--- src/rtl/mult_pkg.sv ---
// Shared definitions for the multiply sequencer and the ALU control that drives it.
package mult_pkg;

  localparam int         WIDTH_DEF = 32;
  localparam logic [5:0] MUL_CODE  = 6'b011001;
  localparam logic [5:0] OUT_CODE  = 6'b111111;

  typedef enum logic [2:0] {
    S_IDLE,
    S_LOAD,
    S_RUN,
    S_FIX,
    S_DONE
  } state_t;

endpackage

--- src/rtl/mult_sign_unit.sv ---
// Signed-multiply support: operand magnitudes, result sign, and final product negation.
module mult_sign_unit #(
  parameter int WIDTH = 32
) (
  input  logic               i_is_signed,
  input  logic [WIDTH-1:0]   i_opA,
  input  logic [WIDTH-1:0]   i_opB,
  output logic [WIDTH-1:0]   o_magA,
  output logic [WIDTH-1:0]   o_magB,
  output logic               o_neg,
  input  logic               i_neg,
  input  logic [2*WIDTH-1:0] i_prod,
  output logic [2*WIDTH-1:0] o_prod
);
  import mult_pkg::*;

  logic w_negA;
  logic w_negB;

  assign w_negA = i_is_signed & i_opA[WIDTH-1];
  assign w_negB = i_is_signed & i_opB[WIDTH-1];

  // The most negative value negates to itself, which reads correctly as an unsigned magnitude.
  assign o_magA = w_negA ? -i_opA : i_opA;
  assign o_magB = w_negB ? -i_opB : i_opB;
  assign o_neg  = w_negA ^ w_negB;

  assign o_prod = i_neg ? -i_prod : i_prod;

endmodule

--- src/rtl/mult_ctrl.sv ---
// Sequencer for the shift-add multiplier: loads magnitudes, runs WIDTH iterations,
// then captures the sign-corrected product into HI/LO.
module mult_ctrl #(
  parameter int         WIDTH    = mult_pkg::WIDTH_DEF,
  parameter logic [5:0] MUL_CODE = mult_pkg::MUL_CODE,
  parameter logic [5:0] OUT_CODE = mult_pkg::OUT_CODE
) (
  input  logic               clk,
  input  logic               reset,
  input  logic               start,
  input  logic               is_signed,
  input  logic [WIDTH-1:0]   opA,
  input  logic [WIDTH-1:0]   opB,
  output logic               busy,
  output logic               done,
  output logic [WIDTH-1:0]   hi,
  output logic [WIDTH-1:0]   lo,
  output logic [WIDTH-1:0]   mul_dataA,
  output logic [WIDTH-1:0]   mul_dataB,
  output logic [5:0]         mul_signal,
  input  logic [2*WIDTH-1:0] mul_dataOut
);
  import mult_pkg::*;

  localparam int CNT_W = $clog2(WIDTH + 1);

  state_t             r_state;
  logic [CNT_W-1:0]   r_cnt;
  logic               r_neg;
  logic               r_busy;
  logic               r_done;
  logic [WIDTH-1:0]   r_hi;
  logic [WIDTH-1:0]   r_lo;
  logic [WIDTH-1:0]   r_dataA;
  logic [WIDTH-1:0]   r_dataB;
  logic [5:0]         r_signal;

  logic [WIDTH-1:0]   w_magA;
  logic [WIDTH-1:0]   w_magB;
  logic               w_neg;
  logic [2*WIDTH-1:0] w_prod;

  mult_sign_unit #(.WIDTH(WIDTH)) u_sign (
    .i_is_signed (is_signed),
    .i_opA       (opA),
    .i_opB       (opB),
    .o_magA      (w_magA),
    .o_magB      (w_magB),
    .o_neg       (w_neg),
    .i_neg       (r_neg),
    .i_prod      (mul_dataOut),
    .o_prod      (w_prod)
  );

  always_ff @(posedge clk or posedge reset) begin
    if (reset) begin
      r_state  <= S_IDLE;
      r_cnt    <= '0;
      r_neg    <= 1'b0;
      r_busy   <= 1'b0;
      r_done   <= 1'b0;
      r_hi     <= '0;
      r_lo     <= '0;
      r_dataA  <= '0;
      r_dataB  <= '0;
      r_signal <= OUT_CODE;
    end else begin
      r_done <= 1'b0;
      case (r_state)
        S_IDLE, S_DONE: begin
          if (start) begin
            r_dataA <= w_magA;
            r_dataB <= w_magB;
            r_neg   <= w_neg;
            r_cnt   <= '0;
            r_busy  <= 1'b1;
            r_state <= S_LOAD;
          end else begin
            r_state <= S_IDLE;
          end
        end
        // Operands have been stable for a cycle; the multiplier latches them on the code change.
        S_LOAD: begin
          r_signal <= MUL_CODE;
          r_state  <= S_RUN;
        end
        S_RUN: begin
          r_cnt <= r_cnt + 1'b1;
          if (r_cnt == CNT_W'(WIDTH - 1)) begin
            r_signal <= OUT_CODE;
            r_state  <= S_FIX;
          end
        end
        S_FIX: begin
          {r_hi, r_lo} <= w_prod;
          r_busy       <= 1'b0;
          r_done       <= 1'b1;
          r_state      <= S_DONE;
        end
        default: begin
          r_signal <= OUT_CODE;
          r_busy   <= 1'b0;
          r_state  <= S_IDLE;
        end
      endcase
    end
  end

  assign busy       = r_busy;
  assign done       = r_done;
  assign hi         = r_hi;
  assign lo         = r_lo;
  assign mul_dataA  = r_dataA;
  assign mul_dataB  = r_dataB;
  assign mul_signal = r_signal;

endmodule
--- config.mk ---
export PLATFORM = sky130hd
export DESIGN_NAME = mult_ctrl
export DESIGN_NICKNAME = d
export VERILOG_FILES = /design/src/rtl/mult_pkg.sv /design/src/rtl/mult_sign_unit.sv /design/src/rtl/mult_ctrl.sv
export SDC_FILE = /design/constraint.sdc
export NUM_CORES = 1
export LEC_CHECK = 0
export CORE_UTILIZATION = 40
export DETAILED_ROUTE_END_ITERATION = 10
export PLACE_DENSITY = 0.72
export SLEW_MARGIN = 20
export SYNTH_ARGS = -nofsm -noshare
export SYNTH_HDL_FRONTEND = slang
export SYNTH_SLANG_ARGS = --single-unit
--- constraint.sdc ---
create_clock -name clk -period 12.3 [get_ports clk]
set_input_delay 1.23 -clock clk [delete_from_list [all_inputs] [get_ports clk]]
set_output_delay 1.23 -clock clk [all_outputs]
set_load 0.02 [all_outputs]
==> out/metrics.yaml <==
status:
  result_of_the_run: "complete, no violations"
route:
  num_vias: 7489
  detail_route.wl_per_cell_um: 16.0
  detail_route.wirelength_um: 23100
  drtPass1Iterations: 5
  viasPerCell: 5.21
  drc: 0
  detail_route.iter0.violations: 375
  antenna_left: 0
layout:
  final_layout_size_suffix_gt1_frac: 0.0427
  filler_cell_count: 1793
  diodes: 0
  final_common_cell: "sky130_fd_sc_hd__clkdlybuf4s50_1"
  final_net_count: 1296
  area_growth_syn_to_layout_pct: 43.0
  commonest_non_fill_non_tap_cells_in_the_layout: "264 x sky130_fd_sc_hd__clkdlybuf4s50_1, 159 x sky130_fd_sc_hd__nand2_1, 152 x sky130_fd_sc_hd__o21ai_0"
placement:
  post-dp-hpwl_um: 16900
  io_buffer_count: 264
  routabilityCongestion: 0.846
  dp_slack_ns: 7.95
cts:
  postCtsHoldBufs: 0
  cts_repair_resize_count: 0
  clock_tree.htree_level_count: 4
  tritoncts_num_sinks: 141
  cts-buffers-inserted: 17
  clock_insertion_delay_worst_skew_ns: 0.42
  postCtsSetupRepairBufs: 0
  cts_tree: "done"
  cts-root-buf: "sky130_fd_sc_hd__clkbuf_16"
  cts_buffer_depth: 2
  clk_pin_slew_ns: 0.06
worst_hold_path:
  holdPathStages: 2
  holdCritStartpoint: "mul_dataB[8]"
  worst_hold_class: "reg2reg"
critical_path:
  critical_path.endpoint: "hi[26]"
  timing.rr.start: "r_neg"
  critical_path_buf_inv_count: 2
  crit_path_end_kind: "register"
  worstSetupPathType: "in2reg"
  cell_type_group_with_the_largest_total_delay_on_the_critical_path: "simple AND/OR/NAND/NOR gates"
  timing.critical_path.fanout_max: 7
  worst_path_cell_trace: "clkdlybuf4s50_1 -> inv_1 -> ha_1 -> or3b_1 -> or4b_4 -> or4_4 -> o41ai_4 -> xor2_1 -> o21ai_1"
  setup.reg_to_reg.worst_slack_ns: 10.03
  worst-r2r-cell-count: 4
  cp.arrival_ns: 4.18
  critical_path.startpoint: "mul_dataOut[0]"
  critPathSlowestCell: "sky130_fd_sc_hd__or4b_4"
  rr_endpoint: "hi[10]"
  crit_path_max_incr_delay_ns: 0.61
  instance_count_on_the_critical_path: 9
  kind_of_launch_point_of_the_worst_setup_path: "input port"
  timing.critical_path.required_ns: 12.57
global_route:
  via_count_of_the_first_global_routing_pass: 7008
  globalRoute.totalOverflow: 0
  grt_first_pass_wirelength_um: 36000
  grt_util_all_layers: 0.225
  pin_count_of_the_biggest_net_entering_global_routing: 132
  antenna_found_initial: 0
timing:
  final-max-slew-violation-count: 0
  timing.fmax_mhz: 256
  slew-limit-headroom: 0.330
  finalHoldViolCount: 0
  setup_viol_count_final: 0
  layout_min_cycle_time_ns: 3.91
  rsz0062_at_grt: "no"
  setup_tns_ns: 0
  final.period_utilization: 0.318
  final.setup_skew_ns: 0.00901
  layout_setup_ws_ns: 8.39
  worst_margin_slew_ns: 1.00
synth:
  synth_enable_flop_cells: 0
  mappedNetlistArea_um2: 7970
  seq_area_frac_synth: 0.443
  synth_cells: 923
  synth_ff_type: "sky130_fd_sc_hd__dfrtp_1"
  synthArstFlopShare: 1.00
  synth_warnings: 0
  ys_ff_latch: 141
  yosys.cell_types.count: 54
  synth_area_per_cell_um2: 8.64
floorplanning:
  floorplan.die_area_um2: 20500
  dieWidth_um: 143
  chipHeight_um: 143
  fp.coreArea_um2: 19500
  rows: 51
  initial_core_util: 0.408
  ioPinCount: 268
power:
  vdd.ir_drop.worst_mv: 0.115
  power-per-cell-area_nw_per_um2: 229
  cellLeakagePower_nw: 4.53
run:
  max_cap_violations: 0
==> flip-flops by register name, summed over array words and instances, names as in the netlist <==
name        count
r_cnt           6
mul_dataB      32
lo             32
hi             32
r_neg           1
busy            1
mul_dataA      32
mul_signal      1
r_state         3
done            1
==> kinds of logic (layout without fill, tap and decap cells) <==
| family | after synthesis | count (layout) | synth area share |
|---|---|---|---|
| AND/OR/NAND/NOR | 339 | 339 | 0.202 |
| AO/OA/AOI/OAI | 240 | 240 | 0.171 |
| flip-flops | 141 | 141 | 0.443 |
| XOR/XNOR | 122 | 122 | 0.134 |
| buffers and inverters | 71 | 318 | 0.0369 |
| multiplexers | 5 | 5 | 0.00644 |
| adder cells (fa/ha/maj) | 4 | 4 | 0.00628 |
| other | 1 | 3 | 0.000471 |
==> Yosys cell counts, drive strengths merged (2+ instances only) <==
master / number / area share
a21oi: 39 / 0.024
or4: 20 / 0.020
and3: 3 / 0.0024
nor3: 29 / 0.018
dfrtp: 140 / 0.44
o31ai: 19 / 0.018
o21ai: 154 / 0.097
xnor2: 57 / 0.063
o41ai: 15 / 0.019
o311ai: 2 / 0.0022
or3: 11 / 0.0093
and2: 6 / 0.0047
mux2i: 4 / 0.0050
nand3: 10 / 0.0063
nor4: 20 / 0.016
or4b: 2 / 0.0030
nor4b: 2 / 0.0022
inv: 20 / 0.0094
a31oi: 4 / 0.0031
xor2: 65 / 0.071
nand3b: 3 / 0.0028
nor2: 55 / 0.026
nand2: 160 / 0.075
clkbuf: 44 / 0.021
or2: 5 / 0.0039
buf: 7 / 0.0066
or3b: 2 / 0.0022
ha: 4 / 0.0063
nand2b: 3 / 0.0024
nand4: 5 / 0.0039
==> through the flow <==
stage,total power (W),utilization,instance area [um2],cells,hold WS [ns]
2_1_floorplan,0.00148,-,7980,925,0.441
3_3_place_gp,0.00207,0.551,10800,1405,0.460
3_5_place_dp,0.00209,0.551,10800,1405,0.469
4_1_cts,0.00263,0.582,11400,1436,0.482
5_1_grt,0.00278,0.584,11400,1437,0.493
6_report,0.00261,0.584,11400,1437,0.473
==> how the worst min path moves through the flow <==
stage | to | slack (ns)
2_1_floorplan | r_cnt[5] | 0.44
4_1_cts | mul_dataA[0] | 0.48
3_3_place_gp | mul_dataA[31] | 0.46
6_report | mul_dataB[8] | 0.47
3_5_place_dp | mul_dataB[19] | 0.47
5_1_grt | lo[31] | 0.49
==> cell type report <==
cell class / count / area [um2] / share of cell area
Timing Repair Buffer: 267 / 2680 / 0.235
Inverter: 20 / 80.1 / 0.00702
Clock buffer: 19 / 443 / 0.0389
Sequential cell: 141 / 3530 / 0.310
Tap cell: 265 / 332 / 0.0291
Clock inverter: 12 / 164 / 0.0144
Multi-Input combinational cell: 713 / 4170 / 0.366
==> tightest hold or removal path, cell delays in order, from the launching register on <==
cell and delay [ns]:
sky130_fd_sc_hd__dfrtp_1 0.34, sky130_fd_sc_hd__nand2_1 0.05, sky130_fd_sc_hd__o21ai_0 0.06
==> layer usage <==
layer  track usage  wire [um]  up-vias
li1              -          -     3694
met2         0.359      11000      241
met4        0.0883        559        0
met1         0.302      10200     3519
met5             0          0        -
met3        0.0376       1270       35
==> report_power, final <==
group | leakage (nW) | switching [W] | internal, W
sequential | 1.74 | 0.000153 | 0.000685
combinational | 2.50 | 0.000670 | 0.000572
clock | 0.282 | 0.000206 | 0.000325
Power figures use the tool's default switching activity.
